===== src/rtl/hub75_bcm_driver.sv =====
// HUB75 row driver: shifts BITS_PER_COLOR bit-planes LSB-first and shows each for BASE_PERIOD<<plane.
// Optional feature macro: HUB75_GLOBAL_BRIGHTNESS_EN adds brightness_in to shorten the lit window.
module hub75_bcm_driver #(
    parameter int unsigned NUM_COLS       = 64,
    parameter int unsigned SCAN_RATE      = 32,
    parameter int unsigned CHANNELS       = 2,
    parameter int unsigned BITS_PER_COLOR = 3,
    parameter int unsigned BASE_PERIOD    = 100,
    parameter int unsigned BLANK_CYCLES   = 2
) (
    input  logic                                                     clk_in,
    input  logic                                                     rst_n_in,
    input  logic [CHANNELS-1:0][NUM_COLS-1:0][3*BITS_PER_COLOR-1:0] column_data,
    input  logic [$clog2(SCAN_RATE)-1:0]                             address_data,
    input  logic                                                     tvalid,
`ifdef HUB75_GLOBAL_BRIGHTNESS_EN
    input  logic [7:0]                                               brightness_in,
`endif
    output logic                                                     tready,
    output logic                                                     tlast,
    output logic [CHANNELS-1:0][2:0]                                 rgb_out,
    output logic                                                     led_clk,
    output logic                                                     led_latch,
    output logic                                                     led_output_enable,
    output logic [$clog2(SCAN_RATE)-1:0]                             hub75_address
);
    localparam int unsigned AW     = $clog2(SCAN_RATE);
    localparam int unsigned ColW   = (NUM_COLS > 1) ? $clog2(NUM_COLS) : 1;
    localparam int unsigned PlaneW = (BITS_PER_COLOR > 1) ? $clog2(BITS_PER_COLOR) : 1;
    localparam int unsigned MaxLen = BASE_PERIOD << (BITS_PER_COLOR - 1);
    localparam int unsigned CntW   = $clog2((MaxLen > BLANK_CYCLES) ? MaxLen : BLANK_CYCLES) + 1;
    localparam int unsigned PixW   = 3 * BITS_PER_COLOR;

    typedef enum logic [2:0] {StIdle, StShift, StBlank, StLatch, StDisplay} state_e;

    state_e            state_q, state_d;
    logic [ColW-1:0]   col_q, col_d;
    logic              phase_q, phase_d;
    logic [PlaneW-1:0] plane_q, plane_d;
    logic [CntW-1:0]   cnt_q, cnt_d;
    logic [CntW-1:0]   len_q, len_d, on_len;
    logic              accept;

    logic [CHANNELS-1:0][NUM_COLS-1:0][PixW-1:0] data_q, data_sel;
    logic [AW-1:0]                               addr_q;
    logic [CHANNELS-1:0][2:0]                    shift_bits;

    logic [CHANNELS-1:0][2:0] rgb_q, rgb_d;
    logic                     led_clk_q, led_clk_d;
    logic                     latch_q, latch_d;
    logic                     oe_q, oe_d;
    logic                     tlast_q, tlast_d;
    logic [AW-1:0]            haddr_q, haddr_d;

    assign tready   = (state_q == StIdle);
    assign accept   = tvalid && tready;
    // The first shifted pixel is taken straight from the bus on the accept cycle.
    assign data_sel = (state_q == StIdle) ? column_data : data_q;
    assign len_q    = CntW'(BASE_PERIOD) << plane_q;
    assign len_d    = CntW'(BASE_PERIOD) << plane_d;

`ifdef HUB75_GLOBAL_BRIGHTNESS_EN
    logic [7:0] bright_q;

    always_ff @(posedge clk_in or negedge rst_n_in) begin
        if (!rst_n_in) begin
            bright_q <= '0;
        end else if (accept) begin
            bright_q <= brightness_in;
        end
    end

    assign on_len = CntW'(({8'd0, len_d} * {{CntW{1'b0}}, bright_q}) >> 8);
`else
    assign on_len = len_d;
`endif

    for (genvar c = 0; c < CHANNELS; c++) begin : g_lane
        for (genvar k = 0; k < 3; k++) begin : g_comp
            logic [BITS_PER_COLOR-1:0] comp;
            assign comp             = data_sel[c][col_d][k*BITS_PER_COLOR +: BITS_PER_COLOR];
            assign shift_bits[c][k] = comp[plane_d];
        end
    end

    always_ff @(posedge clk_in or negedge rst_n_in) begin
        if (!rst_n_in) begin
            data_q <= '0;
            addr_q <= '0;
        end else if (accept) begin
            data_q <= column_data;
            addr_q <= address_data;
        end
    end

    always_ff @(posedge clk_in or negedge rst_n_in) begin
        if (!rst_n_in) begin
            state_q <= StIdle;
            col_q   <= '0;
            phase_q <= 1'b0;
            plane_q <= '0;
            cnt_q   <= '0;
        end else begin
            state_q <= state_d;
            col_q   <= col_d;
            phase_q <= phase_d;
            plane_q <= plane_d;
            cnt_q   <= cnt_d;
        end
    end

    always_comb begin
        state_d = state_q;
        col_d   = col_q;
        phase_d = phase_q;
        plane_d = plane_q;
        cnt_d   = cnt_q;
        unique case (state_q)
            StIdle: begin
                if (tvalid) begin
                    state_d = StShift;
                    col_d   = '0;
                    phase_d = 1'b0;
                    plane_d = '0;
                    cnt_d   = '0;
                end
            end
            StShift: begin
                phase_d = ~phase_q;
                if (phase_q) begin
                    if (col_q == ColW'(NUM_COLS - 1)) begin
                        state_d = StBlank;
                        cnt_d   = '0;
                    end else begin
                        col_d = col_q + 1'b1;
                    end
                end
            end
            StBlank: begin
                if (cnt_q == CntW'(BLANK_CYCLES - 1)) begin
                    state_d = StLatch;
                    cnt_d   = '0;
                end else begin
                    cnt_d = cnt_q + 1'b1;
                end
            end
            StLatch: begin
                state_d = StDisplay;
                cnt_d   = '0;
            end
            StDisplay: begin
                if (cnt_q == len_q - 1'b1) begin
                    cnt_d = '0;
                    if (plane_q == PlaneW'(BITS_PER_COLOR - 1)) begin
                        state_d = StIdle;
                    end else begin
                        state_d = StShift;
                        plane_d = plane_q + 1'b1;
                        col_d   = '0;
                        phase_d = 1'b0;
                    end
                end else begin
                    cnt_d = cnt_q + 1'b1;
                end
            end
            default: state_d = StIdle;
        endcase
    end

    // Outputs are decoded from next-state values so the registered pins line up with the state.
    always_comb begin
        rgb_d     = rgb_q;
        haddr_d   = haddr_q;
        led_clk_d = (state_d == StShift) && phase_d;
        latch_d   = (state_d == StLatch);
        oe_d      = !((state_d == StDisplay) && (cnt_d < on_len));
        tlast_d   = (state_d == StDisplay) && (plane_d == PlaneW'(BITS_PER_COLOR - 1)) &&
                    (cnt_d == len_d - 1'b1);
        if ((state_d == StShift) && !phase_d) begin
            rgb_d = shift_bits;
        end
        if ((state_d == StBlank) && (state_q != StBlank) && (plane_d == '0)) begin
            haddr_d = addr_q;
        end
    end

    always_ff @(posedge clk_in or negedge rst_n_in) begin
        if (!rst_n_in) begin
            rgb_q     <= '0;
            led_clk_q <= 1'b0;
            latch_q   <= 1'b0;
            oe_q      <= 1'b1;
            tlast_q   <= 1'b0;
            haddr_q   <= '0;
        end else begin
            rgb_q     <= rgb_d;
            led_clk_q <= led_clk_d;
            latch_q   <= latch_d;
            oe_q      <= oe_d;
            tlast_q   <= tlast_d;
            haddr_q   <= haddr_d;
        end
    end

    assign rgb_out           = rgb_q;
    assign led_clk           = led_clk_q;
    assign led_latch         = latch_q;
    assign led_output_enable = oe_q;
    assign tlast             = tlast_q;
    assign hub75_address     = haddr_q;

endmodule


===== config.mk =====
export PLATFORM = sky130hd
export DESIGN_NAME = hub75_bcm_driver
export DESIGN_NICKNAME = d
export VERILOG_FILES = /design/src/rtl/hub75_bcm_driver.sv
export SDC_FILE = /design/constraint.sdc
export NUM_CORES = 2
export LEC_CHECK = 0
export CORE_AREA = 8 8 447 449
export DETAILED_ROUTE_END_ITERATION = 8
export DIE_AREA = 0 0 455 457
export HOLD_SLACK_MARGIN = 0.15
export SLEW_MARGIN = 25
export SYNTH_ARGS = -nofsm -noshare
export SYNTH_HDL_FRONTEND = slang
export SYNTH_SLANG_ARGS = --single-unit

===== constraint.sdc =====
create_clock -name clk_in -period 4.5 [get_ports clk_in]
set_clock_uncertainty 0.15 [all_clocks]
set_input_delay 0.675 -clock clk_in [delete_from_list [all_inputs] [get_ports clk_in]]
set_output_delay 0.675 -clock clk_in [all_outputs]
set_load 0.005 [all_outputs]

==> reports/metrics.cfg <==
[clock_tree]
clock_sinks = 1194
cts_tree = done
worstSkewPairLatency_ps = 830
cts-root-buf = clkbuf_16
cts_buffers = 149
path_clk_slew_ps = 60
htree_num_levels = 4
cts.path.max_buffers = 3

[sta]
slew_headroom_pct = 30.3
setup_viol = 0
finalMaxSlewViolations = 0
hold_ws_ps = 244
fin_crit_sh_pct = 98.6
hold_violations = 0
setup_slack_ps = 65.2
final.setup.tns_ps = 0
fmax_mhz = 225
period_minus_slack_ps = 4430
rsz0062_at_grt = no
worst_pin_slew_ps = 1050

[critical_path]
worst-setup-path-type = register to register
required_ps = 5040
cp_max_fo = 19
r2r-start = plane_q[1]
r2r_setup_slack_ps = 70
worstSetupStartpointType = register
r2r-end = rgb_out[5]
reg2reg_depth = 16
crit_path_end_kind = register
worstPathArrival_ps = 4970

[grt]
grt_max_degree = 226
grt_pass1_vias = 60832
grt-ovfl-total = 0
grt_usage_pct = 31.5
grt_pass1_wl_microns = 471000
use_met1_pct = 40.4
busiest_layer = met2
use_met2_pct = 48.6
gr-usage-met3_pct = 8.45
antenna_found_initial = 186

[power_and_ir_drop]
p_per_area_nw_per_um2 = 307
swShare_pct = 25.7
ir_drop_uv = 269
seqPwrFrac_pct = 43.3
power.total_mw = 26.7
power_frac_clock_pct = 45.9
p_sw_mw = 6.86
p_int_mw = 19.8
power_frac_comb_pct = 10.8
power_leakage_nw = 40.9

[layout]
layout.nets = 9640
design_area_sq_um = 86900
layout_common_cells = 3,951 x nand2_1, 1,193 x dfrtp_1, 1,174 x clkdlybuf4s50_1
area_growth_pct = 35.4
fin_util_pct = 45.0
final_cells = 11231
drive_above_1_share_pct = 13.7
final_common_cell = nand2_1

[yosys]
postSynth.asyncResetShare_pct = 100
synth_seq_cells = 1194
netlist_instances = 7219
synth.yosys.seq_area_share_pct = 46.6
yosysUniqueCellTypes = 85
synth_edf_count = 0
avgSynthCellArea_sq_um = 8.89
synth_warnings = 0
synth_nets = 8399
yosys_most_used_dff = dfrtp_1
synth_area_sq_um = 64100

[floorplanning]
floorplan.initialDensity_pct = 33.2
fp-row-count = 162
io_pins = 1176
coreArea_sq_um = 193000
die_h_microns = 457
die-area_sq_um = 208000
dieWidth_microns = 455

[placed_design]
numPortBuffers = 1175
place.gp.congestion = 0.930
dpl_worst_slack_ps = -902
dp.cells = 10845
hpwl_microns = 261000
placed_cell_area_sq_um = 81300

[min_path]
hold_path.startpoint = column_data[128]
hold_path_class = input port to register
hold-path-cell-count = 3
holdPathEnd = data_q[128]

[routing]
wl_per_cell_microns = 30.2
vias = 62033
ant_nets = 0
routed_wl_microns = 339000
drtIter0Drc = 7459
drcViolationCount = 0
dr.pass1.iters = 6
viasPerCell = 5.52

[status]
status = finished clean

[flow_run]
cap_viol_max_count = 0

-- layout make-up --
| cell class | count | area, sq um |
|---|---|---|
| antenna | 123 | 308 |
| clock buffer | 209 | 4330 |
| clock inverter | 48 | 567 |
| fill | 18458 | 106000 |
| inverter | 22 | 119 |
| multi-input combinational | 5488 | 32300 |
| sequential | 1194 | 29900 |
| tap | 2542 | 3180 |
| timing repair buffer | 1605 | 16200 |
-- cells by family (layout without fill, tap and decap cells) --
kind of cell	count (synthesis)	after routing	synth area share [%]
compound gates	613	613	6.76
xor+xnor	9	9	0.123
fa+ha+maj	21	21	0.406
buf+inv	537	1884	3.66
flops	1194	1194	46.6
mux	530	530	16.3
other cells	0	123	0
simple gates	4315	4315	26.2
-- power groups by stage --
| stage | clock (mW) | combinational, mW | sequential [mW] |
|---|---|---|---|
| after global placement | 0 | 2.81 | 11.7 |
| after CTS | 12.4 | 2.86 | 11.6 |
| final | 12.2 | 2.87 | 11.6 |
| after detailed placement | 0 | 2.85 | 11.7 |
| after floorplan | 0 | 0.830 | 11.7 |
| after global routing | 12.8 | 3.06 | 11.6 |
-- routing by layer --
metal	vias up	routed length (microns)
met4	88	20300
li1	26910	-
met2	3197	154000
met5	-	575
met1	31092	134000
met3	746	30400
-- cells in the mapped netlist (all sizes together) (7+ instances only) --
master   number  share of area, %
clkbuf      309               1.8
o22ai        36              0.36
nor2         63              0.37
nor3         34              0.29
ha           20              0.39
o21ai        75              0.59
a311oi       25              0.34
and3         45              0.44
a211oi       11              0.13
mux2i        98               1.5
a31oi        44              0.45
mux2         23              0.40
nand3       156               1.2
a21oi       120              0.96
a22o         10              0.14
nand2      3952                23
o2111ai      10              0.14
a221oi       49              0.67
buf         206               1.7
a22oi       100               1.2
inv          19              0.11
o31ai         8              0.10
o211ai       30              0.35
o221ai        7             0.096
o311ai       11              0.15
dfrtp      1193                47
mux4        409                14
a221o        27              0.42
nand4        29              0.28
-- worst max-delay path, cell delays in order, from the launching register on --
cell      delay [ps]
dfrtp_1          430
inv_1            110
ha_1             340
xnor2_2          200
and4_2           310
a31oi_4          110
a21oi_4          250
inv_8            120
buf_12           180
buf_12           170
buf_4            200
mux4_2           310
a22oi_1          390
a32oi_1          330
nor2b_1          320
o32a_1           230
o221ai_1         120
-- worst max-delay path by stage --
stage	to	depth (start not counted)	startpoint
CTS	rgb_out[1]	17	plane_q[1]
global route	rgb_out[5]	18	plane_q[1]
finish	rgb_out[5]	16	plane_q[1]
floorplan	led_output_enable	15	plane_q[1]
detailed placement	rgb_out[3]	14	tvalid
global placement	rgb_out[4]	14	tvalid
-- flip-flops by register name, summed over array words and instances, names as in the netlist --
name               cells
addr_q                 5
cnt_q                 10
col_q                  6
data_q              1152
hub75_address          5
led_clk                1
led_latch              1
led_output_enable      1
phase_q                1
plane_q                2
rgb_out                6
state_q                3
tlast                  1
-- what timing repair did --
item,CTS,global route
setup buffers,3,0
endpoints found under the setup margin,5,8
gates resized for setup,15,29
hold endpoints to repair,73,0
hold buffers,1,0
pin swaps,4,2
Power figures use the tool's default switching activity.
